**config.mk**
```make
export PLATFORM = sky130hd
export DESIGN_NAME = frame_write_scheduler_flat
export DESIGN_NICKNAME = d
export VERILOG_FILES = /design/src/rtl/frame_write_scheduler_if.sv /design/src/rtl/frame_write_scheduler.sv /design/src/flat_wrapper.sv
export SDC_FILE = /design/constraint.sdc
export NUM_CORES = 1
export LEC_CHECK = 0
export BUFFER_PORTS_ARGS = -buffer_cell sky130_fd_sc_hd__buf_2
export CAP_MARGIN = 20
export CORE_MARGIN = 5
export CORE_UTILIZATION = 25
export DETAILED_ROUTE_END_ITERATION = 16
export SYNTH_ARGS = -nofsm -noshare
export SYNTH_HDL_FRONTEND = slang
export SYNTH_SLANG_ARGS = --single-unit
```
**constraint.sdc**
```tcl
create_clock -name clk -period 2.4 [get_ports clk]
set_input_delay 0.6 -clock clk [delete_from_list [all_inputs] [get_ports clk]]
set_output_delay 0.6 -clock clk [all_outputs]
set_load 0.02 [all_outputs]
```
**src/rtl/frame_write_scheduler_if.sv**
```systemverilog
// frame_write_scheduler_if: handshake and SRAM-port bundle between the scheduler and its environment
interface frame_write_scheduler_if #(
  parameter int ADDR_W = 18,
  parameter int DATA_W = 32
);
  logic              start;
  logic              pg_reset;
  logic              pg_enable;
  logic              pg_done;
  logic              p0_wren;
  logic [ADDR_W-1:0] p0_addr;
  logic [DATA_W-1:0] p0_data;
  logic              p1_wren;
  logic [ADDR_W-1:0] p1_addr;
  logic [DATA_W-1:0] p1_data;
  logic              mem_busy;
  logic              mem_wren;
  logic [ADDR_W-1:0] mem_addr;
  logic [DATA_W-1:0] mem_data;
  logic [1:0]        overflow;
  logic              busy;
  logic              seq_done;
  modport master (
    output start, pg_done, p0_wren, p0_addr, p0_data, p1_wren, p1_addr, p1_data, mem_busy,
    input  pg_reset, pg_enable, mem_wren, mem_addr, mem_data, overflow, busy, seq_done
  );
  modport slave (
    input  start, pg_done, p0_wren, p0_addr, p0_data, p1_wren, p1_addr, p1_data, mem_busy,
    output pg_reset, pg_enable, mem_wren, mem_addr, mem_data, overflow, busy, seq_done
  );
endinterface

```
**src/rtl/frame_write_scheduler.sv**
```systemverilog
// frame_write_scheduler: two-port FIFO + round-robin share of the frame-SRAM write port, with pattern-fill sequencer
module frame_write_scheduler #(
  parameter int ADDR_W     = 18,
  parameter int DATA_W     = 32,
  parameter int FIFO_DEPTH = 4
) (
  input logic clk,
  input logic reset_n,
  frame_write_scheduler_if.slave bus
);
  localparam int AW = $clog2(FIFO_DEPTH);
  typedef logic [AW:0] ptr_t;
  typedef enum logic [2:0] {IDLE, CLEAR, RUN, DRAIN, DONE} state_t;

  logic rst_meta_q, rst_sync_q;
  logic [1:0] wren_in, empty, push, pop, ovf_q, ovf_d;
  logic [1:0][ADDR_W-1:0] head_addr;
  logic [1:0][DATA_W-1:0] head_data;
  logic do_pop, grant1, rr_last_q, start_ok;
  logic mem_wren_q, pg_reset_q, pg_enable_q, seq_done_q, busy_q;
  logic [ADDR_W-1:0] mem_addr_q;
  logic [DATA_W-1:0] mem_data_q;
  state_t state_q;

  // Reset asserts asynchronously but is released only on a clock edge
  always_ff @(posedge clk or negedge reset_n)
    if (!reset_n) {rst_meta_q, rst_sync_q} <= 2'b00;
    else {rst_meta_q, rst_sync_q} <= {1'b1, rst_meta_q};

  assign wren_in = {bus.p1_wren, bus.p0_wren};

  for (genvar g = 0; g < 2; g++) begin : g_fifo
    logic [ADDR_W-1:0] a_q [FIFO_DEPTH];
    logic [DATA_W-1:0] d_q [FIFO_DEPTH];
    ptr_t wp_q, rp_q;
    logic full;
    assign empty[g] = wp_q == rp_q;
    assign full = (wp_q[AW] != rp_q[AW]) && (wp_q[AW-1:0] == rp_q[AW-1:0]);
    assign push[g] = wren_in[g] && (!full || pop[g]);
    assign head_addr[g] = a_q[rp_q[AW-1:0]];
    assign head_data[g] = d_q[rp_q[AW-1:0]];
    always_ff @(posedge clk)
      if (push[g]) begin
        a_q[wp_q[AW-1:0]] <= g ? bus.p1_addr : bus.p0_addr;
        d_q[wp_q[AW-1:0]] <= g ? bus.p1_data : bus.p0_data;
      end
    always_ff @(posedge clk or negedge rst_sync_q)
      if (!rst_sync_q) begin
        wp_q <= '0;
        rp_q <= '0;
      end else begin
        if (push[g]) wp_q <= wp_q + ptr_t'(1);
        if (pop[g]) rp_q <= rp_q + ptr_t'(1);
      end
  end

  // Port 1 wins when port 0 is empty or port 0 was the last one served
  assign do_pop = !bus.mem_busy && (empty != 2'b11);
  assign grant1 = !empty[1] && (empty[0] || !rr_last_q);
  assign pop = {do_pop && grant1, do_pop && !grant1};
  assign start_ok = bus.start && (state_q == IDLE);
  assign ovf_d = (start_ok ? 2'b00 : ovf_q) | (wren_in & ~push);

  always_ff @(posedge clk or negedge rst_sync_q)
    if (!rst_sync_q) begin
      mem_wren_q <= 1'b0;
      mem_addr_q <= '0;
      mem_data_q <= '0;
      rr_last_q  <= 1'b1;
      ovf_q      <= 2'b00;
    end else begin
      mem_wren_q <= do_pop;
      ovf_q      <= ovf_d;
      if (do_pop) begin
        mem_addr_q <= grant1 ? head_addr[1] : head_addr[0];
        mem_data_q <= grant1 ? head_data[1] : head_data[0];
        rr_last_q  <= grant1;
      end
    end

  always_ff @(posedge clk or negedge rst_sync_q)
    if (!rst_sync_q) begin
      state_q     <= IDLE;
      pg_reset_q  <= 1'b0;
      pg_enable_q <= 1'b0;
      seq_done_q  <= 1'b0;
      busy_q      <= 1'b0;
    end else begin
      case (state_q)
        IDLE: if (bus.start) begin
          state_q    <= CLEAR;
          pg_reset_q <= 1'b1;
          busy_q     <= 1'b1;
        end
        CLEAR: begin
          state_q     <= RUN;
          pg_reset_q  <= 1'b0;
          pg_enable_q <= 1'b1;
        end
        RUN: if (bus.pg_done) begin
          state_q     <= DRAIN;
          pg_enable_q <= 1'b0;
        end
        DRAIN: if (empty[0] && !bus.p0_wren) begin
          state_q    <= DONE;
          seq_done_q <= 1'b1;
        end
        DONE: begin
          state_q    <= IDLE;
          seq_done_q <= 1'b0;
          busy_q     <= 1'b0;
        end
        default: state_q <= IDLE;
      endcase
    end

  assign bus.mem_wren  = mem_wren_q;
  assign bus.mem_addr  = mem_addr_q;
  assign bus.mem_data  = mem_data_q;
  assign bus.overflow  = ovf_q;
  assign bus.pg_reset  = pg_reset_q;
  assign bus.pg_enable = pg_enable_q;
  assign bus.seq_done  = seq_done_q;
  assign bus.busy      = busy_q;
endmodule

```
**src/flat_wrapper.sv**
```systemverilog
// flat-port wrapper written by rule: the top's interface ports become plain ports
module frame_write_scheduler_flat 
#(
  parameter int ADDR_W     = 18,
  parameter int DATA_W     = 32,
  parameter int FIFO_DEPTH = 4
)
  (clk, reset_n, bus_start, bus_pg_done, bus_p0_wren, bus_p0_addr, bus_p0_data, bus_p1_wren, bus_p1_addr, bus_p1_data, bus_mem_busy, bus_pg_reset, bus_pg_enable, bus_mem_wren, bus_mem_addr, bus_mem_data, bus_overflow, bus_busy, bus_seq_done);
  frame_write_scheduler_if #(.ADDR_W(ADDR_W), .DATA_W(DATA_W)) bus_i ();
  input logic clk;
  input logic reset_n;
  input wire logic [$bits(bus_i.start)-1:0] bus_start;
  input wire logic [$bits(bus_i.pg_done)-1:0] bus_pg_done;
  input wire logic [$bits(bus_i.p0_wren)-1:0] bus_p0_wren;
  input wire logic [$bits(bus_i.p0_addr)-1:0] bus_p0_addr;
  input wire logic [$bits(bus_i.p0_data)-1:0] bus_p0_data;
  input wire logic [$bits(bus_i.p1_wren)-1:0] bus_p1_wren;
  input wire logic [$bits(bus_i.p1_addr)-1:0] bus_p1_addr;
  input wire logic [$bits(bus_i.p1_data)-1:0] bus_p1_data;
  input wire logic [$bits(bus_i.mem_busy)-1:0] bus_mem_busy;
  output wire logic [$bits(bus_i.pg_reset)-1:0] bus_pg_reset;
  output wire logic [$bits(bus_i.pg_enable)-1:0] bus_pg_enable;
  output wire logic [$bits(bus_i.mem_wren)-1:0] bus_mem_wren;
  output wire logic [$bits(bus_i.mem_addr)-1:0] bus_mem_addr;
  output wire logic [$bits(bus_i.mem_data)-1:0] bus_mem_data;
  output wire logic [$bits(bus_i.overflow)-1:0] bus_overflow;
  output wire logic [$bits(bus_i.busy)-1:0] bus_busy;
  output wire logic [$bits(bus_i.seq_done)-1:0] bus_seq_done;
  assign bus_i.start = bus_start;
  assign bus_i.pg_done = bus_pg_done;
  assign bus_i.p0_wren = bus_p0_wren;
  assign bus_i.p0_addr = bus_p0_addr;
  assign bus_i.p0_data = bus_p0_data;
  assign bus_i.p1_wren = bus_p1_wren;
  assign bus_i.p1_addr = bus_p1_addr;
  assign bus_i.p1_data = bus_p1_data;
  assign bus_i.mem_busy = bus_mem_busy;
  assign bus_pg_reset = bus_i.pg_reset;
  assign bus_pg_enable = bus_i.pg_enable;
  assign bus_mem_wren = bus_i.mem_wren;
  assign bus_mem_addr = bus_i.mem_addr;
  assign bus_mem_data = bus_i.mem_data;
  assign bus_overflow = bus_i.overflow;
  assign bus_busy = bus_i.busy;
  assign bus_seq_done = bus_i.seq_done;
  frame_write_scheduler #(.ADDR_W(ADDR_W), .DATA_W(DATA_W), .FIFO_DEPTH(FIFO_DEPTH)) u_core (.clk(clk), .reset_n(reset_n), .bus(bus_i));
endmodule
```
==> impl_metrics.env <==
export IMPL_startpoint_type="flop"
export IMPL_ir_worst_vdd_uv=744
export IMPL_postSynthAreaPerCell_um2=22.1
export IMPL_netlist_area_um2=18000
export IMPL_yosys_area_top_type="edfxtp_1"
export IMPL_clk_path_buf_depth=3
export IMPL_drcViolationCount=0
export IMPL_fmax_mhz=452
export IMPL_coreArea_um2=71500
export IMPL_clk_pin_slew_ps=60
export IMPL_synth_compound_area_share_pct=3.68
export IMPL_cts_buffers=51
export IMPL_grt_max_degree=53
export IMPL_setup_viol=0
export IMPL_fillCellCount=6868
export IMPL_die_area_um2=77600
export IMPL_htreeDepth=2
export IMPL_ys_seq_elements=475
export IMPL_synth_cells=815
export IMPL_area_delta_synth_final_pct=23.6
export IMPL_synth_top_area_share_pct=66.6
export IMPL_placedInstanceArea_um2=20600
export IMPL_path_class="reg -> reg"
export IMPL_antenna_left=0
export IMPL_multi_input_area_um2=3920
export IMPL_maxCapViolCount=0
export IMPL_tightest_slew_ps=816
export IMPL_cts_sinks=475
export IMPL_relSlewSlack_pct=45.6
export IMPL_final_nets=1149
export IMPL_clock_latency_ps=600
export IMPL_wl_per_cell_um=22.0
export IMPL_ctsResizeCount=0
export IMPL_io_pins=164
export IMPL_fin_crit_sh_pct=92.3
export IMPL_synth_xor_area_share_pct=0.881
export IMPL_die_w_um=279
export IMPL_synthMuxAreaShare_pct=12.8
export IMPL_crit_fanout=17
export IMPL_min_to="u_core.g_fifo[0].d_q[1][12]$_DFFE_PP_"
export IMPL_min_path_cells=1
export IMPL_grt_antenna_before_repair=24
export IMPL_yosys_area_share_simple_pct=3.28
export IMPL_p_leak_uw=0.00761
export IMPL_synth_yosys_seq_area_share_pct=77.0
export IMPL_cts_root_buffer="clkbuf_16"
export IMPL_synth_top_family_by_area="multiplexers"
export IMPL_cts_tree="yes"
export IMPL_synthesis_nets=932
export IMPL_place_gp_congestion=0.739
export IMPL_r2r_end="u_core.g_fifo[0].a_q[1][13]$_DFFE_PP_"
export IMPL_tns_ps=0
export IMPL_reg2regPathDepth=6
export IMPL_crit_arrival_ps=2500
export IMPL_regToRegSetupSlack_ps=190
export IMPL_track_usage_pct=11.3
export IMPL_cts_setup_buffers=0
export IMPL_grt_pass1_vias=9520
export IMPL_rsz0062_at_grt="false"
export IMPL_dr_pass1_iters=6
export IMPL_port_buffers=163
export IMPL_slew_violations=0
export IMPL_period_minus_slack_ps=2210
export IMPL_skew_ps=21.0
export IMPL_worstPathRequired_ps=2690
export IMPL_status="finished clean"
export IMPL_start_util_pct=25.2
export IMPL_end_kind="flop"
export IMPL_register_area_um2=13900
export IMPL_synth_fa_ha_area_share_pct=0.694
export IMPL_grt_overflow=0
export IMPL_dr_total_vias=8889
export IMPL_finalWirelength_um=44600
export IMPL_fp_dieH_um=279
export IMPL_reg2reg_from="u_core.g_fifo[1].rp_q[0]$_DFFE_PN0P_"
export IMPL_ys_types=46
export IMPL_grt_pass1_wl_um=65200
export IMPL_powerDensity_nw_per_um2=1330
export IMPL_dp_hpwl_um=29100
export IMPL_hold_path_startpoint="bus_p0_data[12]"
export IMPL_fin_area_um2=22300
export IMPL_drt_iter0_drc=552
export IMPL_hold_violations=0
export IMPL_std_cell_rows=98
export IMPL_drive_above_1_share_pct=38.4
export IMPL_yosys_warnings=0
export IMPL_hold_class="in -> reg"
export IMPL_avgViaCountPerCell=4.38
export IMPL_synth_area_leaders="edfxtp_1 67%, mux4_2 12%, dfrtp_1 10%"
critical path, stage by stage (launching register included):
cell and delay [ps]:
dfrtp_4 510, xor2_4 210, o41ai_2 340, buf_4 180, o21a_1 230, and2_4 240, buf_12 170
what timing repair did:
item,4_1_cts,5_1_grt
hold buffers,1,0
endpoints found under the setup margin,0,0
endpoints found under the hold margin,2,0
cells in the mapped netlist (all sizes together):
cell type,count
inv,9
o21a,1
xor2,6
conb,1
a211oi,2
o31ai,1
dfstp,1
a41oi,1
a21oi,5
mux2i,1
a221o,50
edfxtp,400
mux2,4
nand4,2
nand2,4
nor2,10
a21boi,1
mux4,100
ha,10
a31oi,3
nor3,1
nor2b,2
nand3,2
and4,1
dfrtp,74
xnor2,7
buf,26
o41ai,1
a211o,1
o211ai,1
nand2b,1
nor3b,51
clkbuf,20
nand3b,2
and3,2
and2,9
a21o,2
power breakdown:
| part | switching [µW] | internal [µW] |
|---|---|---|
| Clock | 3200 | 4530 |
| Combinational | 5390 | 4450 |
| Sequential | 836 | 11300 |
| Total | 9430 | 20300 |
flip-flops by register name (all words and copies together), names as in the netlist, 2 cells and up:
register / flops
u_core.g_fifo.rp_q: 6
u_core.bus.overflow: 2
u_core.g_fifo.wp_q: 6
u_core.bus.mem_addr: 18
u_core.bus.mem_data: 32
u_core.g_fifo.a_q: 144
u_core.g_fifo.d_q: 256
u_core.state_q: 3
cells in the final DEF (no fill, tap or decap), types with 10 or more instances in the layout:
cell,n
nor2_1,10
clkbuf_16,51
edfxtp_1,400
a221o_1,50
dfrtp_1,69
nor3b_1,50
mux4_2,100
buf_12,31
clkinv_1,10
buf_4,15
clkbuf_1,10
buf_2,163
ha_1,10
metrics by stage:
step	util (%)	instances	total power, µW	worst slack (ps)	hold slack [ps]
floorplan	-	815	18500	-65.5	304
global route	31.2	2023	31200	83.0	181
finish	31.2	2028	29700	186	217
detailed placement	28.8	1928	22400	137	336
CTS	31.2	2023	30300	175	165
global placement	28.8	1928	22200	84.6	339
layer usage:
layer / vias up / routed length (µm) / GRT usage (%)
li1: 3855 / - / -
met4: 16 / 1060 / 3.33
met3: 98 / 2740 / 3.05
met5: - / 103 / 0
met2: 222 / 22000 / 18.9
met1: 4698 / 18700 / 14.5
logic make-up after synthesis:
logic type | Yosys count
DFF | 475
buffers and inverters | 55
adders and majority gates | 10
other | 1
xor gates and xnor gates | 13
muxes | 105
AOI/OAI and AO/OA | 69
and+or+nand+nor | 87
layout make-up:
| class | count | area share (%) |
|---|---|---|
| tap | 950 | 5.33 |
| multi-input combinational | 285 | 17.6 |
| clock inverter | 27 | 1.18 |
| antenna | 5 | 0.0561 |
| timing repair buffer | 210 | 6.99 |
| sequential | 475 | 62.4 |
| clock buffer | 67 | 6.27 |
| inverter | 9 | 0.168 |
worst max-delay path by stage:
stage / start / end / depth (start not counted)
2_1_floorplan: u_core.g_fifo[1].rp_q[0]$_DFFE_PN0P_ / u_core.g_fifo[0].a_q[0][0]$_DFFE_PP_ / 5
4_1_cts: u_core.g_fifo[1].rp_q[0]$_DFFE_PN0P_ / u_core.g_fifo[0].a_q[1][2]$_DFFE_PP_ / 6
3_5_place_dp: bus_mem_busy / u_core.g_fifo[1].a_q[3][6]$_DFFE_PP_ / 6
3_3_place_gp: bus_mem_busy / u_core.g_fifo[0].a_q[3][7]$_DFFE_PP_ / 7
5_1_grt: u_core.g_fifo[1].rp_q[0]$_DFFE_PN0P_ / u_core.g_fifo[0].a_q[1][3]$_DFFE_PP_ / 6
6_report: u_core.g_fifo[1].rp_q[0]$_DFFE_PN0P_ / u_core.g_fifo[0].a_q[1][13]$_DFFE_PP_ / 6
Power figures use the tool's default switching activity.
